$ cat config.mk
export PLATFORM = sky130hd
export DESIGN_NAME = dft_host_seq
export DESIGN_NICKNAME = d
export VERILOG_FILES = /design/src/rtl/dft_host_seq.sv
export SDC_FILE = /design/constraint.sdc
export NUM_CORES = 1
export LEC_CHECK = 0
export BUFFER_PORTS_ARGS = -buffer_cell sky130_fd_sc_hd__buf_2
export CORE_MARGIN = 2
export CORE_UTILIZATION = 55
export DETAILED_ROUTE_END_ITERATION = 16
export PLACE_DENSITY_LB_ADDON = 0.15
export SETUP_SLACK_MARGIN = 0.4
export SKIP_CTS_REPAIR_TIMING = 1
export SLEW_MARGIN = 20
export SYNTH_ARGS = -nofsm -noshare
export SYNTH_HDL_FRONTEND = slang
export SYNTH_SLANG_ARGS = --single-unit
$ cat constraint.sdc
create_clock -name clk -period 9.9 [get_ports clk]
set_clock_uncertainty 0.2 [all_clocks]
set_input_delay 0.495 -clock clk [delete_from_list [all_inputs] [get_ports clk]]
set_output_delay 0.495 -clock clk [all_outputs]
set_load 0.05 [all_outputs]
$ cat src/rtl/dft_host_seq.sv
// Host-side DFT dump initiator: REQ/ACK handshake, strobe capture FIFO, commit ack.
// Ports: clk, reset(async, active-low), start, busy, done; dft_val_op, dft_op_ack,
// dft_out, dft_out_strobe, dft_op_commit, dft_commit_ack; rd_data/rd_valid/rd_ready
// FIFO read side; word_cnt, err_ovf, err_cnt, err_timeout status.
// Optional macro DFT_HOST_TIMEOUT_EN enables the handshake timeout.
module dft_host_seq #(
  parameter int unsigned FIFO_DEPTH  = 16,
  parameter int unsigned EXP_WORDS   = 32,
  parameter int unsigned TIMEOUT_CYC = 1024
) (
  input  logic        clk,
  input  logic        reset,
  input  logic        start,
  output logic        busy,
  output logic        done,
  output logic        dft_val_op,
  input  logic        dft_op_ack,
  input  logic [31:0] dft_out,
  input  logic        dft_out_strobe,
  input  logic        dft_op_commit,
  output logic        dft_commit_ack,
  output logic [31:0] rd_data,
  output logic        rd_valid,
  input  logic        rd_ready,
  output logic [15:0] word_cnt,
  output logic        err_ovf,
  output logic        err_cnt,
  output logic        err_timeout
);

  localparam int unsigned AW = $clog2(FIFO_DEPTH);

  typedef enum logic [1:0] {
    IDLE, REQ, STREAM, CACK
  } state_t;

  state_t state_q, state_d;

  logic [31:0]   mem [FIFO_DEPTH];
  logic [AW-1:0] wr_ptr_q, wr_ptr_d;
  logic [AW-1:0] rd_ptr_q, rd_ptr_d;
  logic [AW:0]   cnt_q, cnt_d;
  logic          rd_valid_q, rd_valid_d;
  logic [31:0]   rd_data_q, rd_data_d;
  logic [15:0]   word_cnt_q, word_cnt_d;
  logic          err_ovf_q, err_ovf_d;
  logic          err_cnt_q, err_cnt_d;
  logic          err_tmo_q, err_tmo_d;

  logic clr, tmo_hit, tmo_fire;
  logic cap, full, pop, push;

`ifdef DFT_HOST_TIMEOUT_EN
  localparam int unsigned TW = $clog2(TIMEOUT_CYC);

  logic [TW-1:0] tmo_q, tmo_d;

  assign tmo_hit = (state_q == REQ || state_q == STREAM) &&
                   (tmo_q == TW'(TIMEOUT_CYC - 1));

  // Restarts on every state change so REQ and STREAM each get a full budget.
  always_comb begin
    tmo_d = tmo_q;
    if (state_d != state_q)
      tmo_d = '0;
    else if (state_q == REQ || state_q == STREAM)
      tmo_d = tmo_q + 1'b1;
  end

  always_ff @(posedge clk or negedge reset) begin
    if (!reset) tmo_q <= '0;
    else        tmo_q <= tmo_d;
  end
`else
  assign tmo_hit = 1'b0;
`endif

  always_comb begin
    state_d  = state_q;
    clr      = 1'b0;
    tmo_fire = 1'b0;
    case (state_q)
      IDLE: begin
        if (start) begin
          state_d = REQ;
          clr     = 1'b1;
        end
      end
      REQ: begin
        if (dft_op_ack) begin
          state_d = STREAM;
        end else if (tmo_hit) begin
          state_d  = IDLE;
          tmo_fire = 1'b1;
        end
      end
      STREAM: begin
        if (dft_op_commit) begin
          state_d = CACK;
        end else if (tmo_hit) begin
          state_d  = IDLE;
          tmo_fire = 1'b1;
        end
      end
      CACK:    state_d = IDLE;
      default: state_d = IDLE;
    endcase
  end

  always_comb begin
    cap  = (state_q != IDLE) && dft_out_strobe;
    full = (cnt_q == (AW+1)'(FIFO_DEPTH));
    pop  = rd_valid_q && rd_ready;
    push = cap && (!full || pop);

    wr_ptr_d   = wr_ptr_q + AW'(push);
    rd_ptr_d   = rd_ptr_q + AW'(pop);
    cnt_d      = cnt_q + (AW+1)'(push) - (AW+1)'(pop);
    rd_valid_d = (cnt_d != '0);

    // Next head is either the word being written this cycle or one in memory.
    rd_data_d = rd_data_q;
    if (push && rd_ptr_d == wr_ptr_q)
      rd_data_d = dft_out;
    else if (cnt_d != '0)
      rd_data_d = mem[rd_ptr_d];

    word_cnt_d = clr ? 16'h0 : word_cnt_q;
    if (cap && word_cnt_q != 16'hFFFF)
      word_cnt_d = word_cnt_q + 16'h1;

    err_ovf_d = clr ? 1'b0 : (err_ovf_q | (cap && !push));

    // word_cnt_q here already holds any strobe taken on the commit cycle.
    err_cnt_d = clr ? 1'b0 : err_cnt_q;
    if (state_q == CACK)
      err_cnt_d = (word_cnt_q != 16'(EXP_WORDS));

    err_tmo_d = clr ? 1'b0 : (err_tmo_q | tmo_fire);
  end

  always_ff @(posedge clk) begin
    if (push) mem[wr_ptr_q] <= dft_out;
  end

  always_ff @(posedge clk or negedge reset) begin
    if (!reset) begin
      state_q    <= IDLE;
      wr_ptr_q   <= '0;
      rd_ptr_q   <= '0;
      cnt_q      <= '0;
      rd_valid_q <= 1'b0;
      rd_data_q  <= '0;
      word_cnt_q <= '0;
      err_ovf_q  <= 1'b0;
      err_cnt_q  <= 1'b0;
      err_tmo_q  <= 1'b0;
    end else begin
      state_q    <= state_d;
      wr_ptr_q   <= wr_ptr_d;
      rd_ptr_q   <= rd_ptr_d;
      cnt_q      <= cnt_d;
      rd_valid_q <= rd_valid_d;
      rd_data_q  <= rd_data_d;
      word_cnt_q <= word_cnt_d;
      err_ovf_q  <= err_ovf_d;
      err_cnt_q  <= err_cnt_d;
      err_tmo_q  <= err_tmo_d;
    end
  end

  assign busy           = (state_q != IDLE);
  assign dft_val_op     = (state_q == REQ);
  assign dft_commit_ack = (state_q == CACK);
  assign done           = (state_q == CACK);
  assign rd_data        = rd_data_q;
  assign rd_valid       = rd_valid_q;
  assign word_cnt       = word_cnt_q;
  assign err_ovf        = err_ovf_q;
  assign err_cnt        = err_cnt_q;
  assign err_timeout    = err_tmo_q;

endmodule

Yosys cells after proc, flatten, opt, wreduce, memory -nomap -nowiden
Memories as Yosys holds them, arrays and structs flattened. A register that Yosys moved wholly into a read port is not among the register bits.
Cells that the tools add are included.
{ "word_totals": {"latch_bits": 0, "output_inout_bits": 56, "mem_bits_ro": 0, "regBits": 35, "mem_bits_rw": 512, "memories": 1} }
{ "mem_list": {"columns": ["name", "depth", "word_bits", "rd", "rd_ports_with_merged_regs", "wr", "line", "text"], "rows": [
  ["mem", 16, 32, 1, 1, 1, "39", "logic [31:0] mem [FIFO_DEPTH];"]
]} }
{ "op_classes": {"add_sub_neg": 5, "n_reduce_logical": 17, "n_eq_ne": 10, "n_mux": 13, "n_lt_le_gt_ge": 0, "n_mul": 0, "n_div": 0, "n_bitwise": 1, "shift": 0} }
{ "op_table": {"columns": ["cell", "n"], "rows": [
  ["$mux W16", 2],
  ["$add A16 B1 Y16 const B", 1],
  ["$ne A16 B16 Y1 const B", 1],
  ["$ne A16 B6 Y1 const B", 1],
  ["$add A4 B1 Y4", 2],
  ["$pmux W2 S4", 1],
  ["$reduce_bool A2 Y1", 4],
  ["$mux W1", 7],
  ["$logic_and A1 B1 Y1", 6],
  ["$mux W2", 3],
  ["$add A5 B1 Y5", 1],
  ["$eq A5 B5 Y1 const B", 1],
  ["$reduce_bool A5 Y1", 1],
  ["$sub A5 B1 Y5", 1],
  ["$eq A2 B2 Y1 const B", 2],
  ["$eq A4 B4 Y1", 1],
  ["$ne A2 B2 Y1 const B", 2],
  ["$logic_not A1 Y1", 3],
  ["$reduce_and A3 Y1", 1],
  ["$eq A2 B1 Y1 const B", 1],
  ["$logic_not A2 Y1", 1],
  ["$ne A2 B1 Y1 const B", 1],
  ["$logic_or A1 B1 Y1", 1],
  ["$or A1 B1 Y1", 1]
]} }

Depth between registers and ports, before layout
Gate-level depths: netlist of the first run.
{ "logic_depth": {"ltp_word": 8, "depth_mapped": 16, "depth_no_buf": 15} }

Worst setup path before layout of the first run
No wires, ideal clock.
{ "synth_path": {"path_type": "register -> register", "from": "reg rd_valid_q, in the netlist rd_valid", "to": "mem mem[0][0] (enable)", "synth_period_minus_slack_ns": 5.234, "stages_incl_launch_ff": 5, "n_path_buf": 0, "setup_ns": 0.513, "required_time_ns": 9.187, "setup_slack_ns": 4.666, "arrival_ns": 4.521, "path_cell_list": "dfrtp_1 -> and2_1 -> o41ai_4 -> nor2_1 -> nor4b_1"} }
{ "synth_via": {"elab_chain_len": 5} }
{ "synth_rtl": {"columns": ["item", "line", "text"], "rows": [
  ["from (decl)", "43", "logic rd_valid_q, rd_valid_d;"],
  ["from (signal assigned)", "163", "rd_valid_q <= rd_valid_d;"],
  ["$logic_and A1 B1 Y1", "113", "pop = rd_valid_q && rd_ready;"],
  ["$logic_or A1 B1 Y1", "114", "push = cap && (!full || pop);"],
  ["$logic_and A1 B1 Y1", "114", null],
  ["$mux W1", "143", "if (push) mem[wr_ptr_q] <= dft_out;"],
  ["$mux W1 (not written as such)", "143", null],
  ["to (decl)", "39", null]
]} }
Every way passes these cells.

Final worst setup path of the first run
{ "layout_path": {"from": "reg rd_valid_q, in the netlist rd_valid", "to": "reg rd_data_q[24], in the netlist rd_data[24], read port of mem"} }
{ "layout_via": {"elab_chain_len": 7, "word_cells_on_any_way": 10, "cone_classes": "add/sub: 3; eq/ne: 1; reduce/logical: 6"} }
{ "layout_rtl": {"columns": ["item", "line", "text"], "rows": [
  ["$logic_and A1 B1 Y1 *", "113", null],
  ["$logic_or A1 B1 Y1", "114", null],
  ["$logic_and A1 B1 Y1", "114", null],
  ["$add A5 B1 Y5", "118", "cnt_d = cnt_q + (AW+1)'(push) - (AW+1)'(pop);"],
  ["$sub A5 B1 Y5", "118", null],
  ["$reduce_bool A5 Y1", "125", "else if (cnt_d != '0)"],
  ["$reduce_bool A2 Y1 (no source line)", null, null],
  ["to (decl)", "44", "logic [31:0] rd_data_q, rd_data_d;"]
]} }
Every way passes the cells marked *; elsewhere a longest branch is shown, timed or not.
A chain may end at the register's enable or synchronous reset.

==> qor.txt, run 1 <==
Mean Syn Cell Area - 19.51 um^2
I/O pins - 95
CP required - 10150 ps
All-Layer GR Usage - 0.2330
DPL Wire Length - 27.18 mm
Sequential area share after synthesis - 0.7363
Worst-path clk slew - 60 ps
Reg-to-Reg Start - rd_valid
Die area - 43700 um^2
Reg2reg setup slack - 5090 ps
Number of global-route vias before repair - 12070
RSZ-0062 raised after global routing - false
Synthesized area - 23120 um^2
Worst slew pin tran - 1058 ps
Slew margin rel. - 0.2945
Initial antenna violation count - 3
Worst r2r dst - rd_data[24]
Placed cells - 1778
Wire per inst - 26.51 um
CP endpoint kind - flop
Vias - 11770
Register area - 17030 um^2
Most used DFF post-synth - edfxtp_1
Layout area overhead - 13.44%
RePlAce Congestion - 0.8147
Cell accounting for the most synthesized area - edfxtp_1
Commonest cells post-synth - edfxtp_1, mux4_2, mux2i_1
WHS Path Cells - 1
Core area - 41760 um^2
Bufs on Longest Clock Path - 3
Maxcap violations - 0
DRT antenna net count - 0
Comb pwr share - 0.387
Clock network power share - 0.250
Worst reg-to-reg path cell count - 15
Pre-Repair DR Iteration Count - 5
Vias per cell - 6.226
Async SR Flop Fraction - 0.1142
IO buf count - 93
Clk_lat worst skew - 610 ps
Sw Share - 0.3586
Share of the synthesized area in the top cell type - 0.6649
Clk sinks - 578
VDD IR-drop max - 0.0002586 V
Row count - 75
WHS Endpoint - mem[10][16]
Filler cells - 2906
PwrDens - 328.7 nW/um^2
Root Buffer - clkbuf_16
DRC - 0
Endpoints failing hold - 0
Final instance count without filler cells - 1891
CP max FO - 34
Critical path launch point type - flop
Mapped Cells - 1185
Worst min path class - input port to flop
Pleak - 0.009107 uW
Total Routed Length - 50.14 mm
Crit path DAT - 5060 ps
Share of layout cells above drive strength 1 - 0.2754
Die Y - 209.1 um
Yosys reg bits - 578
Total Power - 8622 uW
Final Critical Period - 4808 ps
Final nets - 1357
Post-synth EDFFs - 512
Htree depth - 2
Flop pwr share - 0.363
Int Pwr - 5530 uW
Top cells by area, synth - edfxtp_1, mux4_2, dfrtp_1
Horiz. Die Dim - 209.1 um
Yosys warning count - 0
Synthesized Nets - 1241
CTS tree - yes
Final setup fails - 0
Outcome - completed
DR iter-0 viols - 1068
Worst Hold Launch - dft_out[16]
Most frequent cell after synthesis - edfxtp_1
Slew Viols, Final - 0
Global-route wire length before repair - 75.36 mm
Largest net degree at the start of global routing - 67
Setup TNS - 0 ps
Multi-input combinational cell area - 5844 um^2
Num CTS Buffers - 58
Crit Path Category - flop to flop
Switching pwr - 3092 uW
Crit share post-route - 0.4857
Grt total ovfl - 0
F_max - 208.0 MHz
Initial core utilization - 0.5538
Cell variety after synth - 50
-- area by class of cell --
cell class,count,area share
clock inverter,31,0.01021
timing repair buffer,127,0.02790
inverter,17,0.002433
tap,539,0.02571
multi-input combinational,519,0.2228
antenna,1,0.00009539
clock buffer,79,0.06181
sequential,578,0.6490
-- power by group through the flow --
stage               logic, uW  clock network [uW]  registers, uW
finish                   3330                2160           3130
global route             3610                2280           3150
CTS                      3380                2190           3130
detailed placement       3380                   0           3180
global placement         3330                   0           3170
floorplan                2260                   0           3380
-- stage by stage --
| step | hold WS (ps) | util | setup slack [ps] | cell area (um^2) |
|---|---|---|---|---|
| floorplan | -0.5910 | - | 4666 | 23120 |
| global placement | 336.5 | 0.5823 | 5042 | 24320 |
| detailed placement | 349.4 | 0.5823 | 4897 | 24320 |
| CTS | -139.3 | 0.6276 | 5118 | 26210 |
| global route | 62.41 | 0.6282 | 4876 | 26230 |
| finish | 70.23 | 0.6282 | 5092 | 26230 |
-- kinds of logic after synthesis --
| kind of cell | Yosys count | share of synthesized area |
|---|---|---|
| AO/OA/AOI/OAI | 99 | 0.02727 |
| XOR/XNOR | 13 | 0.004924 |
| adder cells (fa/ha/maj) | 17 | 0.009523 |
| buffers and inverters | 88 | 0.01926 |
| flip-flops | 578 | 0.7363 |
| multiplexers | 224 | 0.1662 |
| other | 1 | 0.0001622 |
| AND/OR/NAND/NOR | 165 | 0.03636 |
-- cells in the final DEF (no fill, tap or decap), drive strengths merged, types with 2 or more instances in the layout --
cell type,n
a211o,8
a21o,2
a21oi,7
a31oi,36
a41oi,3
and3,9
buf,125
bufinv,4
clkbuf,79
clkinv,23
dfrtp,66
dlygate4sd3,2
edfxtp,512
ha,16
inv,20
mux2i,96
mux4,128
nand2,22
nand2b,3
nand3,48
nand4,3
nor2,45
nor2b,2
nor3,13
nor3b,2
nor4,8
nor4b,2
o21ai,39
or3,3
xnor2,5
xor2,8
-- routing by layer --
| metal | global-route usage | wire length, um | vias to the layer above | share of wire |
|---|---|---|---|---|
| li1 | - | - | 5056 | - |
| met3 | 0.03907 | 3143 | 103 | 0.063 |
| met1 | 0.3373 | 21620 | 6194 | 0.43 |
| met5 | 0 | 22 | - | 0.00044 |
| met2 | 0.3684 | 24100 | 416 | 0.48 |
| met4 | 0.07438 | 1259 | 4 | 0.025 |
-- state kept, by name, summed over array words and instances (netlist names) --
name and count:
mem 512, err_ovf 1, err_cnt 1, cnt_q 5, rd_data 32, word_cnt 16
state_q 2, rd_ptr_q 4, rd_valid 1, wr_ptr_q 4
-- worst max-delay path: stages, from the launching register on --
cell and delay [ps]:
dfrtp_1 360, and2_1 250, o41ai_4 590, ha_1 330
inv_1 70, ha_1 160, inv_1 60, fa_1 410
nand2b_1 160, a21oi_1 310, xor2_4 160, buf_4 430
inv_1 460, buf_4 360, o21ai_0 190, a31oi_1 140
-- worst max-delay path by stage --
stage / startpoint / end / slack (ps) / cells past startpoint
floorplan: rd_valid / mem[0][0] / 4670 / 4
detailed placement: rd_ready / rd_data[24] / 4900 / 16
CTS: rd_valid / rd_data[24] / 5120 / 15
global placement: rd_ready / rd_data[21] / 5040 / 16
finish: rd_valid / rd_data[24] / 5090 / 15
global route: cnt_q[2] / rd_data[24] / 4880 / 17
Power figures use the tool's default switching activity.
==> run 2, diff against run 1 <==
Clock period 9.9 ns to 4.95 ns, I/O delays scaled along.
==> run 2 against run 1 <==
Compared with the run above: final cell count grew 2.4%; count of clock-buffer cells in the layout up 6; power grew 100%; combinational power increased by 110%; worst setup slack worse by 4300 ps; critical path type unchanged; critical endpoint is now rd_data[0]; largest cell class unchanged.
==> qor.txt, run 2 (synthesis gave the netlist of run 1 again) <==
Bufs on Longest Clock Path - 3 (unchanged)
Num CTS Buffers - 57 (-1.7%)
Crit path DAT - 4470 ps (-590 ps)
Max reg flops - 512 (unchanged)
Largest net degree at the start of global routing - 130 (+94%)
Wire per inst - 26.13 um (-1.4%)
Final Critical Period - 4146 ps (-661.8 ps)
Endpoints failing hold - 0 (unchanged)
RSZ-0062 raised after global routing - false
Final nets - 1405 (+3.5%)
CTS tree - yes
Total Routed Length - 50.60 mm (+0.91%)
Global-route wire length before repair - 75.72 mm (+0.48%)
IO buf count - 93 (unchanged)
Worst-path clk slew - 60 ps (about the same)
Multi-input combinational cell area - 5853 um^2 (+0.15%)
Maxcap violations - 0 (unchanged)
CP required - 5270 ps (-4880 ps)
Htree depth - 2 (unchanged)
Filler cells - 2861 (-1.5%)
DR iter-0 viols - 1181 (+11%)
Crit Path Category - flop to flop
Die area - 43700 um^2 (unchanged)
CP max FO - 33 (-2.9%)
Clk sinks - 578 (unchanged)
Final Cell Area - 26650 um^2 (+1.6%)
I/O pins - 95 (unchanged)
Biggest register - mem
VDD IR-drop max - 0.0005267 V (+100%)
DPL Wire Length - 27.84 mm (+2.4%)
Row count - 75 (unchanged)
Critical path launch point type - flop
F_max - 241.2 MHz (+16%)
Reg-to-Reg Start - cnt_q[3]
All-Layer GR Usage - 0.2370 (+0.003964)
Placed cell areas - 24430 um^2 (+0.45%)
Worst min path class - input port to asynchronous set/reset pin
DRT antenna net count - 0 (unchanged)
Share of layout cells above drive strength 1 - 0.2708 (-0.004578)
Clk_lat worst skew - 610 ps (about the same)
RePlAce Congestion - 0.7941 (-2.5%)
Core area - 41760 um^2 (unchanged)
Most frequent cells in the layout - edfxtp_1, mux4_2, mux2i_1
Crit share post-route - 0.8377 (+0.3520)
Final setup fails - 0 (unchanged)
Setup TNS - 0 ps (unchanged)
Worst r2r dst - rd_data[0]
Commonest non-fill, non-tap cell in the layout - edfxtp_1
Outcome - completed
Slew margin rel. - 0.2920 (-0.002521)
Number of global-route vias before repair - 11960 (-0.88%)
Worst slew pin tran - 1059 ps (+1.267 ps)
CP endpoint kind - flop
Worst reg-to-reg path cell count - 14 (-1)
PwrDens - 648.9 nW/um^2 (+97%)
Pleak - 0.009272 uW (+1.8%)
Horiz. Die Dim - 209.1 um (unchanged)
Die Y - 209.1 um (unchanged)
Pre-Repair DR Iteration Count - 5 (unchanged)
Vias - 11800 (+0.23%)
Initial core utilization - 0.5538 (unchanged)
Initial antenna violation count - 1 (-2)
Layout area overhead - 15.26%
Root Buffer - clkbuf_16
Slew Viols, Final - 0 (unchanged)
DRC - 0 (unchanged)
Reg2reg setup slack - 800 ps (-4290 ps)
Register area - 17030 um^2 (unchanged)
Grt total ovfl - 0 (unchanged)
Vias per cell - 6.095 (-2.1%)
[run 2: cell count changes in the layout (fill, tap and decap cells not counted), moves of 2 or more]
cell           change
dlygate4sd3_1     +38
buf_4             +10
clkbuf_1           +8
clkinv_1           -6
clkinv_2           -5
clkinvlp_4         +4
buf_12             +2
[run 2: how the worst max path moves through the flow]
| stage | from | slack [ps] | end |
|---|---|---|---|
| after floorplan | rd_valid | 90 | mem[12][0] |
| after global placement | cnt_q[3] | 730 | rd_data[0] |
| after detailed placement | rd_valid | 550 | rd_data[6] |
| after CTS | rd_valid | 540 | rd_data[5] |
| after global routing | cnt_q[3] | 470 | rd_data[29] |
| final | cnt_q[3] | 800 | rd_data[0] |
[run 2: worst max-delay path: stages (launching register included)]
cell and delay [ps]:
dfrtp_1 380, inv_1 80, ha_1 130, nand2_1 100, o41ai_4 490, ha_1 330
inv_1 50, ha_1 150, inv_1 60, fa_1 440, xnor2_1 180, nor3_1 230
and3_2 840, nand3_1 190, a31oi_1 210
[run 2: cell type report]
| class | count | share of cell area |
|---|---|---|
| tap | 539 | 0.02530 |
| antenna | 1 | 0.00009389 |
| clock buffer | 85 | 0.06051 |
| inverter | 17 | 0.002535 |
| clock inverter | 21 | 0.007511 |
| sequential | 578 | 0.6388 |
| multi-input combinational | 519 | 0.2196 |
| timing repair buffer | 176 | 0.04563 |
[run 2: per-stage QoR]
step           hold slack [ps]  total power (uW)  worst slack (ps)  std cells    util
6_report                 169.4             17300             803.6       1936  0.6383
5_1_grt                  226.6             18120             467.1       1936  0.6383
2_1_floorplan           -248.1             11270             91.71       1185       -
3_3_place_gp             259.4             13080             730.5       1788  0.5849
4_1_cts                 -367.9             17370             544.8       1894  0.6283
3_5_place_dp             266.0             13220             545.2       1788  0.5849
[run 2: routing by layer]
layer / share of wire / global-route usage / routed length [um]
met2: 0.50 / 0.3875 / 25240
met5: 0 / 0 / 0
met3: 0.059 / 0.04298 / 2977
met4: 0.021 / 0.06034 / 1054
met1: 0.42 / 0.3361 / 21320
[run 2: power breakdown]
part	leakage, uW	switching (uW)	internal [uW]
registers	0.00542	325	5930
clock network	0.000875	1760	2410
logic	0.00298	4150	2730
total	0.00927	6240	11100
==> run 3, diff against run 2 <==
Clock period 4.95 ns to 4 ns, I/O delays scaled along.
==> run 3 against run 2 <==
Compared with the run above: clock power rose by 29%; highest routed layer unchanged; worst hold slack got worse by 110 ps; count of clock-buffer cells in the layout fell by 4; power rose by 30%.
==> qor.txt, run 3 (synthesis gave the netlist of run 1 again) <==
Outcome - completed
Worst-path clk slew - 60 ps (about the same)
Die Y - 209.1 um (unchanged)
Share of layout cells above drive strength 1 - 0.2831 (+0.01230)
Root Buffer - clkbuf_16
Row count - 75 (unchanged)
Worst Path Buf+Inv - 5 (+2)
Commonest non-fill, non-tap cell in the layout - edfxtp_1
Clk_lat worst skew - 620 ps (about the same)
Worst min path class - input port to asynchronous set/reset pin
Worst slew pin tran - 999.5 ps (-60.01 ps)
Hold Slack - 62.97 ps (-106.4 ps)
Vias - 12040 (+2.0%)
Htree depth - 2 (unchanged)
DPL Wire Length - 27.90 mm (+0.20%)
Layout area overhead - 17.34%
Most frequent cells in the layout - edfxtp_1, mux4_2, mux2i_1
CTS tree - yes
DR iter-0 viols - 1076 (-8.9%)
Reg2reg setup slack - 500 ps (-300 ps)
F_max - 285.7 MHz (+18%)
CP endpoint kind - flop
Slowest-stage cell, CP - dfrtp_1
Clock network power share - 0.240 (about the same)
CP Cell Sequence - inv_2 -> ha_1 -> nand2_2 -> o41ai_4 -> ha_1 -> inv_1 -> ha_2 -> inv_1 -> fa_2 -> nand2b_4 -> a21oi_4 -> xor2_4 -> inv_1 -> buf_8 -> o21ai_0 -> a31oi_1
Endpoints failing hold - 0 (unchanged)
VDD IR-drop max - 0.0009983 V (+90%)
Total Routed Length - 51.86 mm (+2.5%)
Final instance count without filler cells - 1945 (+0.46%)
Placed cells - 1792 (+0.22%)
Number of global-route vias before repair - 12110 (+1.2%)
Max reg flops - 512 (unchanged)
Final Critical Period - 3500 ps (-646.3 ps)
Place WS - 80.96 ps (-464.3 ps)
Vias per cell - 6.189 (+1.5%)
Horiz. Die Dim - 209.1 um (unchanged)
Final nets - 1414 (+0.64%)
Maxcap violations - 0 (unchanged)
DRT antenna net count - 0 (unchanged)
Wire per inst - 26.66 um (+2.0%)
RSZ-0062 raised after global routing - false
All-Layer GR Usage - 0.2398 (+0.002825)
Cell family with most CP delay - adder cells
Num CTS Buffers - 58 (+1.8%)
Initial core utilization - 0.5538 (unchanged)
Crit path depth - 16 (+2)
Comb pwr share - 0.414 (+0.017)
Pre-Repair DR Iteration Count - 6 (+1)
Initial antenna violation count - 0 (-1)
Crit Path Category - flop to flop
# diodes - 0 (-1)
Core area - 41760 um^2 (unchanged)
Slew Viols, Final - 0 (unchanged)
Final setup fails - 0 (unchanged)
Grt total ovfl - 0 (unchanged)
Bufs on Longest Clock Path - 3 (unchanged)
Biggest register - mem
CP required - 4260 ps (-1010 ps)
Sw Share - 0.3596 (-0.0008898)
Global-route wire length before repair - 76.74 mm (+1.3%)
Flop pwr share - 0.346 (-0.016)
Critical Path Most Common Cell - inv_1
Worst r2r dst - rd_data[0]
Slew margin rel. - 0.3337 (+0.04168)
Worst path max stage delay - 390 ps (-450 ps)
RePlAce Congestion - 0.7659 (-3.6%)
Worst reg-to-reg path cell count - 16 (+2)
Largest net degree at the start of global routing - 67 (-48%)
Critical path launch point type - flop
Die area - 43700 um^2 (unchanged)
Switching pwr - 8070 uW (+29%)
Pleak - 0.009451 uW (+1.9%)
Reg-to-Reg Start - cnt_q[3]
Int Pwr - 14370 uW (+30%)
CP max FO - 20 (-39%)
PwrDens - 827.1 nW/um^2 (+27%)
I/O pins - 95 (unchanged)
Crit path DAT - 3760 ps (-710 ps)
Setup WS post-layout - 499.9 ps (-303.7 ps)
DRC - 0 (unchanged)
Crit share post-route - 0.8750 (+0.03736)
IO buf count - 93 (unchanged)
Clk sinks - 578 (unchanged)
==> run 3: changes by cell type in the layout (fill, tap and decap cells not counted), moves of 4 or more <==
cell | previous run | this run
clkbuf_16 | 58 | 62
o21ai_0 | 39 | 11
nor3_4 | 0 | 4
o21ai_1 | 0 | 27
buf_4 | 42 | 28
clkinv_1 | 4 | 10
buf_12 | 2 | 18
==> run 3: layout make-up <==
| cell class | instances | area (um^2) |
|---|---|---|
| clock buffers | 81 | 1599 |
| clock inverters | 27 | 296.5 |
| fillers | 2797 | 14630 |
| inverters | 17 | 63.81 |
| multi-input cells | 519 | 5922 |
| flip-flops and latches | 578 | 17030 |
| well taps | 539 | 674.4 |
| repair buffers | 184 | 1550 |
==> run 3: through the flow <==
stage	setup TNS (ps)	util	power (uW)	cell area [um^2]
2_1_floorplan	-77870	-	13970	23160
3_3_place_gp	0	0.5903	16450	24650
3_5_place_dp	0	0.5903	16640	24650
4_1_cts	0	0.6357	22040	26550
5_1_grt	0	0.6498	23450	27130
6_report	0	0.6498	22440	27130
==> run 3: per-layer routing <==
metal	wire length (um)	GRT usage	part of all wire
met1	22310	0.3470	0.43
met2	25340	0.3825	0.49
met3	2918	0.04208	0.056
met4	1297	0.06724	0.025
met5	0	0	0
==> run 3: power groups by stage <==
stage	clock network, uW	registers (uW)	logic [uW]
3_5_place_dp	0	7870	8780
3_3_place_gp	0	7850	8610
4_1_cts	5500	7750	8790
6_report	5390	7760	9290
5_1_grt	5720	7810	9920
2_1_floorplan	0	8350	5620
==> run 3: worst max-delay path by stage <==
| stage | startpoint | to | slack (ps) |
|---|---|---|---|
| 2_1_floorplan | state_q[0] | mem[12][0] | -810 |
| 3_3_place_gp | rd_valid | rd_data[25] | 220 |
| 3_5_place_dp | cnt_q[3] | rd_data[30] | 80 |
| 4_1_cts | cnt_q[3] | rd_data[24] | 50 |
| 5_1_grt | cnt_q[3] | rd_data[7] | 380 |
| 6_report | cnt_q[3] | rd_data[0] | 500 |
